### src/rtl/axi4_lite_regfile_slave_if.sv
// AXI4-Lite bundle between an interconnect master and the register-file slave.
// clk/reset remain plain module ports; only the five channels live here.
interface axi4_lite_regfile_slave_if #(
    parameter int p_ADDRESS_WIDTH = 5,
    parameter int p_DATA_WIDTH    = 32
);
    localparam int lp_STROBE_WIDTH = p_DATA_WIDTH / 8;

    logic [p_ADDRESS_WIDTH-1:0] i_M_AWADDR;
    logic [2:0]                 i_M_AWPROT;
    logic                       i_M_AWVALID;
    logic                       o_S_AWREADY;

    logic [p_DATA_WIDTH-1:0]    i_M_WDATA;
    logic [lp_STROBE_WIDTH-1:0] i_M_WSTRB;
    logic                       i_M_WVALID;
    logic                       o_S_WREADY;

    logic [1:0]                 o_S_BRESP;
    logic                       o_S_BVALID;
    logic                       i_M_BREADY;

    logic [p_ADDRESS_WIDTH-1:0] i_M_ARADDR;
    logic [2:0]                 i_M_ARPROT;
    logic                       i_M_ARVALID;
    logic                       o_S_ARREADY;

    logic [p_DATA_WIDTH-1:0]    o_S_RDATA;
    logic [1:0]                 o_S_RRESP;
    logic                       o_S_RVALID;
    logic                       i_M_RREADY;

    modport slave (
        input  i_M_AWADDR, i_M_AWPROT, i_M_AWVALID,
        output o_S_AWREADY,
        input  i_M_WDATA, i_M_WSTRB, i_M_WVALID,
        output o_S_WREADY,
        output o_S_BRESP, o_S_BVALID,
        input  i_M_BREADY,
        input  i_M_ARADDR, i_M_ARPROT, i_M_ARVALID,
        output o_S_ARREADY,
        output o_S_RDATA, o_S_RRESP, o_S_RVALID,
        input  i_M_RREADY
    );

    modport master (
        output i_M_AWADDR, i_M_AWPROT, i_M_AWVALID,
        input  o_S_AWREADY,
        output i_M_WDATA, i_M_WSTRB, i_M_WVALID,
        input  o_S_WREADY,
        input  o_S_BRESP, o_S_BVALID,
        output i_M_BREADY,
        output i_M_ARADDR, i_M_ARPROT, i_M_ARVALID,
        input  o_S_ARREADY,
        input  o_S_RDATA, o_S_RRESP, o_S_RVALID,
        output i_M_RREADY
    );
endinterface

### src/rtl/axi4_lite_regfile_slave.sv
// AXI4-Lite slave over a bank of byte-writable registers, exported flat with
// per-register write pulses. AW and W are buffered independently and joined at commit.
module axi4_lite_regfile_slave #(
    parameter int p_ADDRESS_WIDTH = 5,
    parameter int p_DATA_WIDTH    = 32,
    parameter int p_NUM_REGS      = 6
) (
    input  logic                               i_ACLK,
    input  logic                               i_ARESETN,
    axi4_lite_regfile_slave_if.slave           s_axi,
    output logic [p_NUM_REGS*p_DATA_WIDTH-1:0] o_REGS,
    output logic [p_NUM_REGS-1:0]              o_REG_WR
);
    localparam int lp_STROBE_WIDTH = p_DATA_WIDTH / 8;
    localparam int lp_LSB          = $clog2(lp_STROBE_WIDTH);
    localparam int lp_IDX_W        = p_ADDRESS_WIDTH - lp_LSB;

    localparam logic [1:0] lp_OKAY   = 2'b00;
    localparam logic [1:0] lp_SLVERR = 2'b10;

    typedef logic [lp_IDX_W-1:0] idx_t;
    typedef logic [p_NUM_REGS-1:0][p_DATA_WIDTH-1:0] bank_t;

    function automatic logic idx_in_range(input idx_t idx);
        return 32'(idx) < 32'(p_NUM_REGS);
    endfunction

    logic                       gate_q,   gate_d;
    logic                       aw_full_q, aw_full_d;
    idx_t                       aw_idx_q,  aw_idx_d;
    logic                       w_full_q,  w_full_d;
    logic [p_DATA_WIDTH-1:0]    w_data_q,  w_data_d;
    logic [lp_STROBE_WIDTH-1:0] w_strb_q,  w_strb_d;
    logic                       bvalid_q,  bvalid_d;
    logic [1:0]                 bresp_q,   bresp_d;
    logic                       rvalid_q,  rvalid_d;
    logic [1:0]                 rresp_q,   rresp_d;
    logic [p_DATA_WIDTH-1:0]    rdata_q,   rdata_d;
    bank_t                      regs_q,    regs_d;
    logic [p_NUM_REGS-1:0]      reg_wr_q,  reg_wr_d;

    logic aw_ready, w_ready, ar_ready;
    logic aw_hs, w_hs, ar_hs, b_hs, r_hs;
    logic commit;
    logic wr_in_range, rd_in_range;
    idx_t aw_idx_in, ar_idx_in;

    // PROT and the sub-word address bits carry no meaning for this bank.
    logic unused_ok;
    assign unused_ok = ^{s_axi.i_M_AWPROT, s_axi.i_M_ARPROT,
                         s_axi.i_M_AWADDR[lp_LSB-1:0], s_axi.i_M_ARADDR[lp_LSB-1:0]};

    assign aw_idx_in = s_axi.i_M_AWADDR[p_ADDRESS_WIDTH-1:lp_LSB];
    assign ar_idx_in = s_axi.i_M_ARADDR[p_ADDRESS_WIDTH-1:lp_LSB];

    assign aw_ready = gate_q & ~aw_full_q;
    assign w_ready  = gate_q & ~w_full_q;
    assign ar_ready = gate_q & ~rvalid_q;

    assign aw_hs = s_axi.i_M_AWVALID & aw_ready;
    assign w_hs  = s_axi.i_M_WVALID  & w_ready;
    assign ar_hs = s_axi.i_M_ARVALID & ar_ready;
    assign b_hs  = bvalid_q & s_axi.i_M_BREADY;
    assign r_hs  = rvalid_q & s_axi.i_M_RREADY;

    // Gating on bvalid_q keeps a commit off the B-handshake edge.
    assign commit      = aw_full_q & w_full_q & ~bvalid_q;
    assign wr_in_range = idx_in_range(aw_idx_q);
    assign rd_in_range = idx_in_range(ar_idx_in);

    always_comb begin
        gate_d    = 1'b1;
        aw_full_d = aw_full_q;
        aw_idx_d  = aw_idx_q;
        w_full_d  = w_full_q;
        w_data_d  = w_data_q;
        w_strb_d  = w_strb_q;
        bvalid_d  = bvalid_q;
        bresp_d   = bresp_q;
        rvalid_d  = rvalid_q;
        rresp_d   = rresp_q;
        rdata_d   = rdata_q;
        regs_d    = regs_q;
        reg_wr_d  = '0;

        if (aw_hs) begin
            aw_full_d = 1'b1;
            aw_idx_d  = aw_idx_in;
        end else if (commit) begin
            aw_full_d = 1'b0;
        end

        if (w_hs) begin
            w_full_d = 1'b1;
            w_data_d = s_axi.i_M_WDATA;
            w_strb_d = s_axi.i_M_WSTRB;
        end else if (commit) begin
            w_full_d = 1'b0;
        end

        if (commit) begin
            bvalid_d = 1'b1;
            bresp_d  = wr_in_range ? lp_OKAY : lp_SLVERR;
            for (int k = 0; k < p_NUM_REGS; k++) begin
                if (wr_in_range && aw_idx_q == idx_t'(k)) begin
                    for (int b = 0; b < lp_STROBE_WIDTH; b++) begin
                        if (w_strb_q[b]) begin
                            regs_d[k][b*8 +: 8] = w_data_q[b*8 +: 8];
                        end
                    end
                    reg_wr_d[k] = |w_strb_q;
                end
            end
        end else if (b_hs) begin
            bvalid_d = 1'b0;
        end

        // Reads sample regs_q, so a same-edge write is not yet visible.
        if (ar_hs) begin
            rvalid_d = 1'b1;
            rresp_d  = rd_in_range ? lp_OKAY : lp_SLVERR;
            rdata_d  = '0;
            for (int k = 0; k < p_NUM_REGS; k++) begin
                if (ar_idx_in == idx_t'(k)) begin
                    rdata_d = regs_q[k];
                end
            end
        end else if (r_hs) begin
            rvalid_d = 1'b0;
        end
    end

    always_ff @(posedge i_ACLK or negedge i_ARESETN) begin
        if (!i_ARESETN) begin
            gate_q    <= 1'b0;
            aw_full_q <= 1'b0;
            aw_idx_q  <= '0;
            w_full_q  <= 1'b0;
            w_data_q  <= '0;
            w_strb_q  <= '0;
            bvalid_q  <= 1'b0;
            bresp_q   <= 2'b00;
            rvalid_q  <= 1'b0;
            rresp_q   <= 2'b00;
            rdata_q   <= '0;
            regs_q    <= '0;
            reg_wr_q  <= '0;
        end else begin
            gate_q    <= gate_d;
            aw_full_q <= aw_full_d;
            aw_idx_q  <= aw_idx_d;
            w_full_q  <= w_full_d;
            w_data_q  <= w_data_d;
            w_strb_q  <= w_strb_d;
            bvalid_q  <= bvalid_d;
            bresp_q   <= bresp_d;
            rvalid_q  <= rvalid_d;
            rresp_q   <= rresp_d;
            rdata_q   <= rdata_d;
            regs_q    <= regs_d;
            reg_wr_q  <= reg_wr_d;
        end
    end

    assign s_axi.o_S_AWREADY = aw_ready;
    assign s_axi.o_S_WREADY  = w_ready;
    assign s_axi.o_S_ARREADY = ar_ready;
    assign s_axi.o_S_BVALID  = bvalid_q;
    assign s_axi.o_S_BRESP   = bresp_q;
    assign s_axi.o_S_RVALID  = rvalid_q;
    assign s_axi.o_S_RRESP   = rresp_q;
    assign s_axi.o_S_RDATA   = rdata_q;

    assign o_REGS   = regs_q;
    assign o_REG_WR = reg_wr_q;
endmodule
### src/flat_wrapper.sv
// flat-port wrapper written by rule: the top's interface ports become plain ports
module axi4_lite_regfile_slave_flat 
#(
    parameter int p_ADDRESS_WIDTH = 5,
    parameter int p_DATA_WIDTH    = 32,
    parameter int p_NUM_REGS      = 6
)
  (i_ACLK, i_ARESETN, o_REGS, o_REG_WR, s_axi_i_M_AWADDR, s_axi_i_M_AWPROT, s_axi_i_M_AWVALID, s_axi_o_S_AWREADY, s_axi_i_M_WDATA, s_axi_i_M_WSTRB, s_axi_i_M_WVALID, s_axi_o_S_WREADY, s_axi_o_S_BRESP, s_axi_o_S_BVALID, s_axi_i_M_BREADY, s_axi_i_M_ARADDR, s_axi_i_M_ARPROT, s_axi_i_M_ARVALID, s_axi_o_S_ARREADY, s_axi_o_S_RDATA, s_axi_o_S_RRESP, s_axi_o_S_RVALID, s_axi_i_M_RREADY);
  axi4_lite_regfile_slave_if #(.p_ADDRESS_WIDTH(p_ADDRESS_WIDTH), .p_DATA_WIDTH(p_DATA_WIDTH)) s_axi_i ();
  input  logic i_ACLK;
  input  logic i_ARESETN;
  output logic [p_NUM_REGS*p_DATA_WIDTH-1:0] o_REGS;
  output logic [p_NUM_REGS-1:0] o_REG_WR;
  input wire logic [$bits(s_axi_i.i_M_AWADDR)-1:0] s_axi_i_M_AWADDR;
  input wire logic [$bits(s_axi_i.i_M_AWPROT)-1:0] s_axi_i_M_AWPROT;
  input wire logic [$bits(s_axi_i.i_M_AWVALID)-1:0] s_axi_i_M_AWVALID;
  output wire logic [$bits(s_axi_i.o_S_AWREADY)-1:0] s_axi_o_S_AWREADY;
  input wire logic [$bits(s_axi_i.i_M_WDATA)-1:0] s_axi_i_M_WDATA;
  input wire logic [$bits(s_axi_i.i_M_WSTRB)-1:0] s_axi_i_M_WSTRB;
  input wire logic [$bits(s_axi_i.i_M_WVALID)-1:0] s_axi_i_M_WVALID;
  output wire logic [$bits(s_axi_i.o_S_WREADY)-1:0] s_axi_o_S_WREADY;
  output wire logic [$bits(s_axi_i.o_S_BRESP)-1:0] s_axi_o_S_BRESP;
  output wire logic [$bits(s_axi_i.o_S_BVALID)-1:0] s_axi_o_S_BVALID;
  input wire logic [$bits(s_axi_i.i_M_BREADY)-1:0] s_axi_i_M_BREADY;
  input wire logic [$bits(s_axi_i.i_M_ARADDR)-1:0] s_axi_i_M_ARADDR;
  input wire logic [$bits(s_axi_i.i_M_ARPROT)-1:0] s_axi_i_M_ARPROT;
  input wire logic [$bits(s_axi_i.i_M_ARVALID)-1:0] s_axi_i_M_ARVALID;
  output wire logic [$bits(s_axi_i.o_S_ARREADY)-1:0] s_axi_o_S_ARREADY;
  output wire logic [$bits(s_axi_i.o_S_RDATA)-1:0] s_axi_o_S_RDATA;
  output wire logic [$bits(s_axi_i.o_S_RRESP)-1:0] s_axi_o_S_RRESP;
  output wire logic [$bits(s_axi_i.o_S_RVALID)-1:0] s_axi_o_S_RVALID;
  input wire logic [$bits(s_axi_i.i_M_RREADY)-1:0] s_axi_i_M_RREADY;
  assign s_axi_i.i_M_AWADDR = s_axi_i_M_AWADDR;
  assign s_axi_i.i_M_AWPROT = s_axi_i_M_AWPROT;
  assign s_axi_i.i_M_AWVALID = s_axi_i_M_AWVALID;
  assign s_axi_o_S_AWREADY = s_axi_i.o_S_AWREADY;
  assign s_axi_i.i_M_WDATA = s_axi_i_M_WDATA;
  assign s_axi_i.i_M_WSTRB = s_axi_i_M_WSTRB;
  assign s_axi_i.i_M_WVALID = s_axi_i_M_WVALID;
  assign s_axi_o_S_WREADY = s_axi_i.o_S_WREADY;
  assign s_axi_o_S_BRESP = s_axi_i.o_S_BRESP;
  assign s_axi_o_S_BVALID = s_axi_i.o_S_BVALID;
  assign s_axi_i.i_M_BREADY = s_axi_i_M_BREADY;
  assign s_axi_i.i_M_ARADDR = s_axi_i_M_ARADDR;
  assign s_axi_i.i_M_ARPROT = s_axi_i_M_ARPROT;
  assign s_axi_i.i_M_ARVALID = s_axi_i_M_ARVALID;
  assign s_axi_o_S_ARREADY = s_axi_i.o_S_ARREADY;
  assign s_axi_o_S_RDATA = s_axi_i.o_S_RDATA;
  assign s_axi_o_S_RRESP = s_axi_i.o_S_RRESP;
  assign s_axi_o_S_RVALID = s_axi_i.o_S_RVALID;
  assign s_axi_i.i_M_RREADY = s_axi_i_M_RREADY;
  axi4_lite_regfile_slave #(.p_ADDRESS_WIDTH(p_ADDRESS_WIDTH), .p_DATA_WIDTH(p_DATA_WIDTH), .p_NUM_REGS(p_NUM_REGS)) u_core (.i_ACLK(i_ACLK), .i_ARESETN(i_ARESETN), .s_axi(s_axi_i), .o_REGS(o_REGS), .o_REG_WR(o_REG_WR));
endmodule
### config.mk
export PLATFORM = sky130hd
export DESIGN_NAME = axi4_lite_regfile_slave_flat
export DESIGN_NICKNAME = d
export VERILOG_FILES = /design/src/rtl/axi4_lite_regfile_slave_if.sv /design/src/rtl/axi4_lite_regfile_slave.sv /design/src/flat_wrapper.sv
export SDC_FILE = /design/constraint.sdc
export NUM_CORES = 1
export LEC_CHECK = 0
export BUFFER_PORTS_ARGS = -buffer_cell sky130_fd_sc_hd__buf_2
export CORE_AREA = 10 10 161 163
export DETAILED_ROUTE_END_ITERATION = 8
export DIE_AREA = 0 0 171 173
export GPL_TIMING_DRIVEN = 0
export PLACE_DENSITY = 0.79
export SLEW_MARGIN = 20
export SYNTH_ARGS = -nofsm -noshare
export SYNTH_HDL_FRONTEND = slang
export SYNTH_SLANG_ARGS = --single-unit
### constraint.sdc
create_clock -name i_ACLK -period 1.98 [get_ports i_ACLK]
set_input_delay 0.198 -clock i_ACLK [delete_from_list [all_inputs] [get_ports i_ACLK]]
set_output_delay 0.198 -clock i_ACLK [all_outputs]
set_load 0.01 [all_outputs]
After elaboration in Yosys (flattened, before gate mapping)
Cells that the tools add are included. W data, S select, Z words.

Bits in registers: 278. Bits of input ports: 59. Output and inout port bits: 239. Word-level logic and storage cells: 121.

Order comparisons: 2. Eq/ne operators: 10. Multiplexer cells: 22. Bitwise operators: 14. Reductions and logical operators: 37.

Operator list (count): $mux W32 (6); $reduce_and A3 Y1 (24); $mux W1 (13); $eq A3 B2 Y1 const B (4); $eq A3 B3 Y1 const B (4); $and A1 B1 Y1 (10); $reduce_bool A2 Y1 (4); $eq A3 B1 Y1 const B (2); $logic_and A1 B1 Y1 (6); $logic_not A3 Y1 (2); $lt A3 B3 Y1 const B (2); $mux W6 (1); $mux W2 (2); $not A1 Y1 (4); $reduce_or A4 Y1 (1).

Logic depth before layout (Yosys ltp)
Gate-level depths: netlist (run 1).

Word-level depth: 7. Mapped depth: 6. Depth with buffers taken out: 3.

Least setup slack after synthesis (run 1)
No wires, ideal clock.

Path kind: reg-to-reg. Start: register u_core.bvalid_q (netlist: u_core.s_axi.o_S_BVALID). End: register u_core.regs_q (netlist bit u_core.o_REGS[128]). Library setup time: 125 ps. Arrival time: 1583 ps. Data required time: 1855 ps. Path slack: 272 ps. Stages on the path, launching flop included: 6. Buffers on the path: 2. Period minus slack after synthesis: 1708 ps. Cells stage by stage: dfrtp_1 -> buf_2 -> nand2b_1 -> buf_6 -> nor4_4 -> mux2_2.

Cells in the longest elaborated chain, start to end: 3.

Ends and longest elaborated chain: from (decl) (line axi4_lite_regfile_slave.sv:34) `logic bvalid_q, bvalid_d;`; from (signal assigned) (line axi4_lite_regfile_slave.sv:155) `bvalid_q <= bvalid_d;`; $not A1 Y1 (line axi4_lite_regfile_slave.sv:67) `assign commit = aw_full_q & w_full_q & ~bvalid_q;`; $and A1 B1 Y1 (line axi4_lite_regfile_slave.sv:67); $reduce_and A3 Y1 (no line); to (signal assigned) (line axi4_lite_regfile_slave.sv:160) `regs_q <= regs_d;`; to (decl) (line axi4_lite_regfile_slave.sv:39) `bank_t regs_q, regs_d;`.

Every way passes these cells. A chain may end at the register's enable or synchronous reset.

Worst setup path in the final report (run 1)
Start: register u_core.bvalid_q (netlist: u_core.s_axi.o_S_BVALID). End: register u_core.regs_q (netlist bit u_core.o_REGS[88]).

Same word-level chain as after synthesis.

==> results of run 1 <==
## worst max-delay path by stage
stage	start	to	slack (ps)	cells past startpoint
2_1_floorplan	u_core.s_axi.o_S_BVALID	u_core.o_REGS[128]	270	5
3_3_place_gp	i_ARESETN	u_core.o_REGS[90]	-4330	1
3_5_place_dp	s_axi_i_M_ARADDR[4]	u_core.s_axi.o_S_RDATA[25]	-200	6
4_1_cts	u_core.s_axi.o_S_BVALID	u_core.o_REGS[165]	9	5
5_1_grt	u_core.s_axi.o_S_BVALID	u_core.o_REGS[24]	-50	5
6_report	u_core.s_axi.o_S_BVALID	u_core.o_REGS[88]	60	5
## sequential cells by signal (all words and copies together), names as in the netlist
name	flops
u_core.w_full_q	1
u_core.s_axi.o_S_BVALID	1
u_core.w_data_q	32
u_core.aw_idx_q	3
u_core.aw_full_q	1
u_core.s_axi.o_S_RRESP	1
u_core.s_axi.o_S_RDATA	32
u_core.o_REGS	192
u_core.s_axi.o_S_RVALID	1
u_core.s_axi.o_S_BRESP	1
u_core.o_REG_WR	6
u_core.gate_q	1
u_core.w_strb_q	4
## power groups by stage
stage	registers, mW	logic [mW]	clock network (mW)
after floorplan	9.77	3.36	0
after global placement	9.33	6.68	0
after detailed placement	9.47	6.87	0
after CTS	9.40	7.00	5.52
after global routing	9.75	7.53	5.75
final	9.44	6.94	5.42
## per-stage QoR
stage	total power, mW	TNS (ps)	std cells	util, %	hold WS [ps]
floorplan	13.1	0	792	-	-97.6
finish	21.8	0	1473	68.4	34.0
CTS	21.9	0	1465	68.0	21.8
global route	23.0	-1650	1472	68.4	30.5
detailed placement	16.3	-8400	1364	61.4	137
global placement	16.0	-1191200	1361	61.0	376
## metal layers
metal | vias to the layer above | track usage (%) | part of all wire [%]
met5 | - | 0 | 0
met4 | 0 | 5.51 | 1.9
met3 | 47 | 6.97 | 8.7
met2 | 314 | 40.1 | 50
met1 | 4291 | 29.9 | 40
li1 | 3682 | - | -
## area by class of cell
class	instances	area, µm²	area share [%]
clock buffer	43	848	5.49
timing repair buffer	340	2100	13.6
buffer	40	235	1.52
inverter	8	30.0	0.194
multi-input combinational	468	4840	31.4
antenna	3	7.51	0.0486
sequential	276	6910	44.7
tap	285	357	2.31
clock inverter	10	111	0.721
## timing repair
action,4_1_cts,5_1_grt
endpoints found under the setup margin,85,145
buffers inserted,6,5
gates resized for setup,3,7
hold buffers,42,0
hold endpoints to repair,141,0
pin swaps,5,3
## worst min-delay path, delay by kind of cell
kind / cells / cell delay, ps
AND/OR/NAND/NOR: 1 / 130
buffers and inverters: 1 / 80
AO/OA/AOI/OAI: 1 / 120
## kinds of logic after synthesis
| group | after synthesis | synth area share (%) |
|---|---|---|
| mux | 302 | 31.1 |
| flops | 276 | 57.6 |
| simple gates | 118 | 5.98 |
| buf+inv | 48 | 2.14 |
| compound gates | 45 | 3.11 |
| other cells | 2 | 0.0626 |
## synth_stat cells
master	count	area, µm²
dfrtp_1	276	6910
mux2_2	257	2890
nor2_1	57	214
a221oi_1	26	228
nand2_1	20	75.1
buf_2	19	95.1
mux2i_1	19	190
mux4_1	16	420
nand3_2	16	160
clkbuf_1	12	45.0
mux4_2	10	225
inv_1	7	26.3
a22oi_1	6	45.0
a32o_1	6	60.1
buf_6	6	67.6
nor2b_1	5	31.3
nor3_4	4	65.1
nor4_4	4	85.1
o21ai_0	4	20.0
and3b_1	2	17.5
buf_4	2	15.0
conb_1	2	7.51
nand3b_1	2	15.0
nor4_1	2	12.5
o31ai_1	2	15.0
a21oi_1	1	5.00
and2b_1	1	7.51
and3_1	1	6.26
buf_1	1	3.75
clkinv_1	1	3.75
nand2b_1	1	6.26
nor3_1	1	5.00
nor3b_1	1	7.51
nor4b_1	1	8.76
==> qor.yml, run 1 <==
timing:
  hold_viol: 0
  setup_violations: 0
  post-route-min-period_ps: 1920
  period_share_pct: 97.1
  slew_headroom_pct: 38.0
  fmax_mhz: 520
  rsz0062_at_grt: "true"
  layout_setup_ws_ps: 57.4
  finalMaxSlewViolations: 0
  fin_skew_ps: 18.7
  tightest_slew_ps: 929
clock_tree:
  cts_tree: "done"
  cts.clk_slew.worst_paths_ps: 70
  h-tree-depth: 1
  clockBufferDepth: 3
  cts_num_sinks: 276
  cts_buffers: 29
  insertion_delay_ps: 540
  clock-root-buffer: "clkbuf_16"
setup_path:
  r2r_cells: 5
  r2r_end: "u_core.o_REGS[88]"
  crit_arrival_ps: 2340
  crit_type: "reg -> reg"
  reg2reg_slack_ps: 60
  crit_top_cell: "buf_2"
  crit_path_max_incr_delay_ps: 400
  required_ps: 2390
  path_cells: "buf_2, nor3_1, buf_2, nand3_2, mux2_2"
  slowest_stage: "mux2_2"
  critPathBufInv: 2
  worstReg2RegStart: "u_core.s_axi.o_S_BVALID"
  crit_path_start_kind: "flop"
  end_kind: "flop"
  crit_family: "simple AND/OR/NAND/NOR gates"
  cp_max_fo: 10
grt:
  grt_util_all_layers_pct: 24.0
  antenna_found_initial: 3
  grt_overflow: 0
  grt_pass1_wl_mm: 55.1
  grt_pass1_vias: 8973
  grt_max_degree: 94
floorplan:
  ios: 298
  initial_core_util_pct: 53.1
  core-area_mm2: 0.0226
  num_rows: 55
  fp.dieW_um: 171
  die_h_um: 173
  die-area_mm2: 0.0296
yosys:
  ys_types: 34
  syn_area_mm2: 0.0120
  yosysSeqAreaShare_pct: 57.6
  syn_inst: 791
  avgSynthCellArea_um2: 15.2
  synth_seq_cells: 276
  yosysWarnings: 0
placement:
  dp_slack_ps: -198
  gp_congestion: 0.824
  io_buffer_count: 284
  dp_hpwl_mm: 24.9
  place_area_mm2: 0.0139
final_layout:
  layout_commonest_cell: "buf_2"
  final_cell_area_mm2: 0.0154
  synthToLayoutAreaGrowth_pct: 28.8
  nets: 1222
  fill_cells: 1652
  mostFrequentLayoutCells: "buf_2, dfrtp_1, mux2_2"
  drive_gt1_share_pct: 56.3
job:
  maxCapViolCount: 0
power:
  power_density_mw_per_mm2: 1410
  irDropWorstVdd_v: 0.000925
  p_seq_share_pct: 43.3
  p_switching_mw: 7.49
  netSwitchingFraction_pct: 34.3
  p_leak_nw: 8.01
  p_comb_share_pct: 31.8
  pwr-share-clk_pct: 24.9
  power.internal_mw: 14.3
detailed_routing:
  firstDrtPassIters: 4
  via_count: 8334
  drt-total-wl_mm: 36.1
  drt_iter0_markers: 534
  drc_errors: 0
  via_per_inst: 5.66
  antenna_left: 0
  wire_per_inst_um: 24.5
min_path:
  hold_end: "u_core.aw_full_q"
  hold_path.class: "in -> reg"
  min_from: "s_axi_i_M_AWVALID"
  min_path_cells: 3
status:
  status: "completed"
Note: power is estimated with default switching activity, not from simulation.
==> run 2: changes to the inputs <==
- CORE_AREA: 10 10 161 163 -> 10 10 175 177
- DIE_AREA: 0 0 171 173 -> 0 0 185 187
- PLACE_DENSITY: 0.79 -> 0.68
==> run 2 against run 1 <==
Effect of this change: critical path depth stayed put; global-route usage is 3.2 points lower; design area is 0.29% higher; routed wire length is 1.6% higher; critical path type unchanged; first-iteration DRC count is 22% lower; maximum frequency is 0.70% lower; largest cell class unchanged; clock power is 3% higher; worst hold slack worse by 7.0 ps.
==> qor.yml, run 2 (synthesis gave the netlist of run 1 again) <==
status:
  status: "completed"
placement:
  gp_congestion: 0.769
  dp.cells: 1424
  dp_hpwl_mm: 25.1
  io_buffer_count: 284
min_path:
  hold_end: "u_core.aw_full_q"
  hold_path.class: "in -> reg"
  min_from: "s_axi_i_M_AWVALID"
  min_path_cells: 3
clock_tree:
  cts_tree: "done"
  clockBufferDepth: 3
  h-tree-depth: 1
  cts_num_sinks: 276
  cts_buffers: 30
  insertion_delay_ps: 560
  clock-root-buffer: "clkbuf_16"
  cts.clk_slew.worst_paths_ps: 60
setup_path:
  worstReg2RegStart: "u_core.s_axi.o_S_BVALID"
  end_kind: "flop"
  reg2reg_slack_ps: 40
  crit_start: "u_core.s_axi.o_S_BVALID"
  critPathBufInv: 2
  r2r_end: "u_core.o_REGS[122]"
  crit_type: "reg -> reg"
  path_cells: "buf_2, nor3b_1, buf_2, nand3_2, mux2_2"
  r2r_cells: 5
  crit_path_max_incr_delay_ps: 390
  slowest_stage: "mux2_2"
  required_ps: 2410
  crit_arrival_ps: 2370
  crit_top_cell: "buf_2"
  crit_family: "simple AND/OR/NAND/NOR gates"
  crit_path_start_kind: "flop"
  cp_max_fo: 10
detailed_routing:
  drt_iter0_markers: 416
  via_count: 8290
  firstDrtPassIters: 4
  antenna_left: 0
  drt-total-wl_mm: 36.6
  via_per_inst: 5.41
  drc_errors: 0
  wire_per_inst_um: 23.9
job:
  maxCapViolCount: 0
grt:
  antenna_found_initial: 1
  grt_util_all_layers_pct: 20.8
  grt_overflow: 0
  grt_max_degree: 99
  grt_pass1_wl_mm: 55.6
  grt_pass1_vias: 8990
timing:
  fmax_mhz: 516
  rsz0062_at_grt: "true"
  post-route-min-period_ps: 1940
  hold_viol: 0
  finalMaxSlewViolations: 0
  tightest_slew_ps: 983
  period_share_pct: 97.8
  slew_headroom_pct: 34.5
  setup_violations: 0
  fin_skew_ps: 10.3
floorplan:
  ios: 298
  initial_core_util_pct: 43.9
  core-area_mm2: 0.0273
  num_rows: 61
  die-area_mm2: 0.0346
  fp.dieW_um: 185
  die_h_um: 187
final_layout:
  drive_gt1_share_pct: 56.4
  largest_register_ffs: 192
  layout_commonest_cell: "buf_2"
  synthToLayoutAreaGrowth_pct: 29.2
  final_util_pct: 56.7
  nets: 1224
  fill_cells: 2296
  fin_cells: 1532
  mostFrequentLayoutCells: "buf_2, dfrtp_1, mux2_2"
power:
  p_leak_nw: 8.03
  irDropWorstVdd_v: 0.000888
  power_density_mw_per_mm2: 1410
[run 2: where the power goes]
group / internal, mW / total (mW) / leakage (nW) / switching (mW)
sequential: 7.63 / 9.44 / 3.60 / 1.81
clock: 3.31 / 5.56 / 0.487 / 2.25
combinational: 3.45 / 6.83 / 3.94 / 3.38
total: 14.4 / 21.8 / 8.03 / 7.44
[run 2: how the worst max path moves through the flow]
stage	end	slack (ps)	depth (start not counted)
detailed placement	u_core.s_axi.o_S_RDATA[11]	-250	5
floorplan	u_core.o_REGS[128]	270	5
CTS	u_core.s_axi.o_S_RDATA[18]	4	4
finish	u_core.o_REGS[122]	40	5
global placement	u_core.o_REGS[154]	-4480	1
global route	u_core.o_REGS[120]	-40	5
[run 2: what timing repair did]
| item | 4_1_cts | 5_1_grt |
|---|---|---|
| gates resized for setup | 3 | 6 |
| pin swaps | 5 | 3 |
| endpoints found under the hold margin | 126 | 0 |
| setup buffers | 8 | 5 |
| hold buffers | 42 | 0 |
| setup endpoints to repair | 78 | 79 |
[run 2: cell type report]
| class | instances | area (µm²) | area share (%) |
|---|---|---|---|
| diodes | 1 | 2.50 | 0.0162 |
| plain buffers | 40 | 231 | 1.49 |
| clock buffers | 47 | 926 | 5.98 |
| clock inverters | 5 | 56.3 | 0.363 |
| inverters | 8 | 30.0 | 0.194 |
| multi-input cells | 468 | 4840 | 31.2 |
| flip-flops and latches | 276 | 6910 | 44.6 |
| well taps | 346 | 433 | 2.79 |
| repair buffers | 341 | 2070 | 13.3 |
[run 2: tightest hold or removal path, cell delays in order]
cell	delay (ps)
buf_2	80
nand2_1	140
o21ai_0	120
[run 2: routing by layer]
layer	global-route usage [%]	routed length (µm)	vias up
li1	-	-	3677
met2	34.5	17700	267
met1	26.3	15400	4295
met5	0	0	-
met4	5.53	810	0
met3	5.34	2700	51
[run 2: through the flow]
| stage | instance area, µm² | power [mW] | setup TNS (ps) | hold WS [ps] | worst slack (ps) |
|---|---|---|---|---|---|
| floorplan | 12000 | 13.1 | 0 | -97.6 | 272 |
| global placement | 13800 | 16.1 | -1236990 | 386 | -4480 |
| detailed placement | 13900 | 16.3 | -10540 | 255 | -246 |
| finish | 15500 | 21.8 | 0 | 27.0 | 43.9 |
| global route | 15500 | 23.1 | -755 | 60.9 | -39.5 |
| CTS | 15400 | 22.0 | 0 | 14.0 | 3.61 |
==> run 3: changes to the inputs <==
- CELL_PAD_IN_SITES_DETAIL_PLACEMENT: unset -> 1
- CELL_PAD_IN_SITES_GLOBAL_PLACEMENT: unset -> 1
- CTS_BUF_LIST: unset -> sky130_fd_sc_hd__clkbuf_8
- PLACE_DENSITY: 0.68 -> unset
- PLACE_DENSITY_LB_ADDON: unset -> 0.1
==> run 3 against run 2 <==
Effect of this change: final cell count is 2.0% higher; core utilization barely moved; critical path depth did not move; first-iteration DRC count down 1.7%; worst setup slack improved by 2.2 ps; worst hold slack better by 190 ps; critical path type unchanged; highest routed layer unchanged.
==> qor.yml, run 3 (synthesis gave the netlist of run 1 again) <==
placement:
  dp_slack_ps: -267
  dp_hpwl_mm: 26.5
  dp.cells: 1424
  gp_congestion: 0.779
  place_area_mm2: 0.0139
  io_buffer_count: 284
clock_tree:
  cts_num_sinks: 276
  clock-root-buffer: "clkbuf_8"
  cts_tree: "done"
  h-tree-depth: 2
  cts_buffers: 47
  clockBufferDepth: 3
  cts.clk_slew.worst_paths_ps: 60
  insertion_delay_ps: 550
floorplan:
  num_rows: 61
  fp.dieW_um: 185
  initial_core_util_pct: 43.9
  ios: 298
  die-area_mm2: 0.0346
  core-area_mm2: 0.0273
  die_h_um: 187
grt:
  grt_pass1_wl_mm: 57.9
  use_met3_pct: 6.99
  grt_pass1_vias: 9252
  grt_max_degree: 96
  top_usage_layer: "met2"
  use_met2_pct: 37.2
  grt_overflow: 0
  grtUsageMet1_pct: 26.5
  antenna_found_initial: 1
  grt_util_all_layers_pct: 21.9
timing:
  rsz0062_at_grt: "true"
  fin_skew_ps: 17.1
  finalMaxSlewViolations: 0
  setup_violations: 0
  tightest_slew_ps: 993
  post-route-min-period_ps: 1930
  hold_viol: 0
  slew_headroom_pct: 33.7
  tns_ps: 0
  fmax_mhz: 517
  layout_setup_ws_ps: 46.1
  period_share_pct: 97.7
detailed_routing:
  via_count: 8446
  antenna_left: 0
  wire_per_inst_um: 24.6
  drt-total-wl_mm: 38.4
  drt_iter0_markers: 409
  via_per_inst: 5.41
  firstDrtPassIters: 4
  drc_errors: 0
setup_path:
  worstReg2RegStart: "u_core.s_axi.o_S_BVALID"
  crit_type: "reg -> reg"
  r2r_cells: 5
  end_kind: "flop"
  cp_max_fo: 10
  required_ps: 2410
  crit_path_start_kind: "flop"
  reg2reg_slack_ps: 50
  r2r_end: "u_core.o_REGS[62]"
  crit_arrival_ps: 2360
final_layout:
  fill_cells: 2784
  final_cell_area_mm2: 0.0155
  nets: 1241
  layout_commonest_cell: "buf_2"
  synthToLayoutAreaGrowth_pct: 29.2
  mostFrequentLayoutCells: "buf_2, dfrtp_1, mux2_2"
  drive_gt1_share_pct: 56.5
  fin_cells: 1562
  largest_register_ffs: 192
min_path:
  hold_end: "u_core.s_axi.o_S_RDATA[0]"
  min_path_cells: 5
  min_from: "s_axi_i_M_ARVALID"
  hold_path.class: "in -> reg"
status:
  status: "completed"
power:
  p_leak_nw: 8.09
  irDropWorstVdd_v: 0.000784
  power_density_mw_per_mm2: 1390
job:
  maxCapViolCount: 0
[run 3: cell count changes in the layout (fill, tap and decap cells not counted), sizes merged]
cell | previous run | this run
dlygate4sd3 | 42 | 43
clkinv | 4 | 2
clkinvlp | 0 | 1
buf | 327 | 324
inv | 8 | 24
clkbuf | 59 | 77
bufinv | 1 | 0
[run 3: power breakdown]
| group | total, mW | switching (mW) | internal (mW) |
|---|---|---|---|
| clock | 5.11 | 2.29 | 2.82 |
| sequential | 9.50 | 1.86 | 7.63 |
| combinational | 6.89 | 3.43 | 3.46 |
| total | 21.5 | 7.58 | 13.9 |
[run 3: repair_timing]
| item | 4_1_cts | 5_1_grt |
|---|---|---|
| buffers inserted | 8 | 4 |
| setup endpoints to repair | 99 | 90 |
| pin swaps | 7 | 1 |
| hold endpoints to repair | 129 | 0 |
| resized for setup | 4 | 3 |
| hold buffers | 43 | 0 |
[run 3: how the worst max path moves through the flow]
| stage | from | end | slack [ps] | cells after the start |
|---|---|---|---|---|
| 2_1_floorplan | u_core.s_axi.o_S_BVALID | u_core.o_REGS[128] | 270 | 5 |
| 5_1_grt | u_core.s_axi.o_S_BVALID | u_core.o_REGS[62] | -50 | 5 |
| 6_report | u_core.s_axi.o_S_BVALID | u_core.o_REGS[62] | 50 | 5 |
| 3_5_place_dp | s_axi_i_M_ARADDR[4] | u_core.s_axi.o_S_RDATA[28] | -270 | 6 |
| 3_3_place_gp | i_ARESETN | u_core.w_data_q[8] | -4590 | 1 |
| 4_1_cts | u_core.s_axi.o_S_RVALID | u_core.s_axi.o_S_RDATA[18] | 0.7 | 4 |
[run 3: per-stage QoR]
stage	power, mW	utilization [%]	hold WS (ps)
detailed placement	16.4	50.9	276
CTS	21.7	56.5	187
global route	22.9	56.7	209
finish	21.5	56.7	217
floorplan	13.1	-	-97.6
global placement	16.2	50.7	389
[run 3: area by class of cell]
type / instances / area, µm² / share of cell area, %
Sequential cell: 276 / 6910 / 44.6
Antenna cell: 1 / 2.50 / 0.0162
Buffer: 40 / 234 / 1.51
Clock buffer: 63 / 867 / 5.60
Multi-Input combinational cell: 468 / 4840 / 31.3
Clock inverter: 19 / 81.3 / 0.525
Inverter: 8 / 30.0 / 0.194
Tap cell: 346 / 433 / 2.79
Timing Repair Buffer: 341 / 2090 / 13.5
[run 3: per-layer routing]
layer,wire (µm),vias to the layer above
met5,0,-
met4,670,0
met3,2960,43
met2,19100,239
met1,15700,4439
li1,-,3725
[run 3: worst max-delay path, cell delays in order (launching register included)]
cell and delay [ps]:
dfrtp_1 370, buf_2 170, nor3b_1 190, buf_2 330, nand3_2 350, mux2_2 380
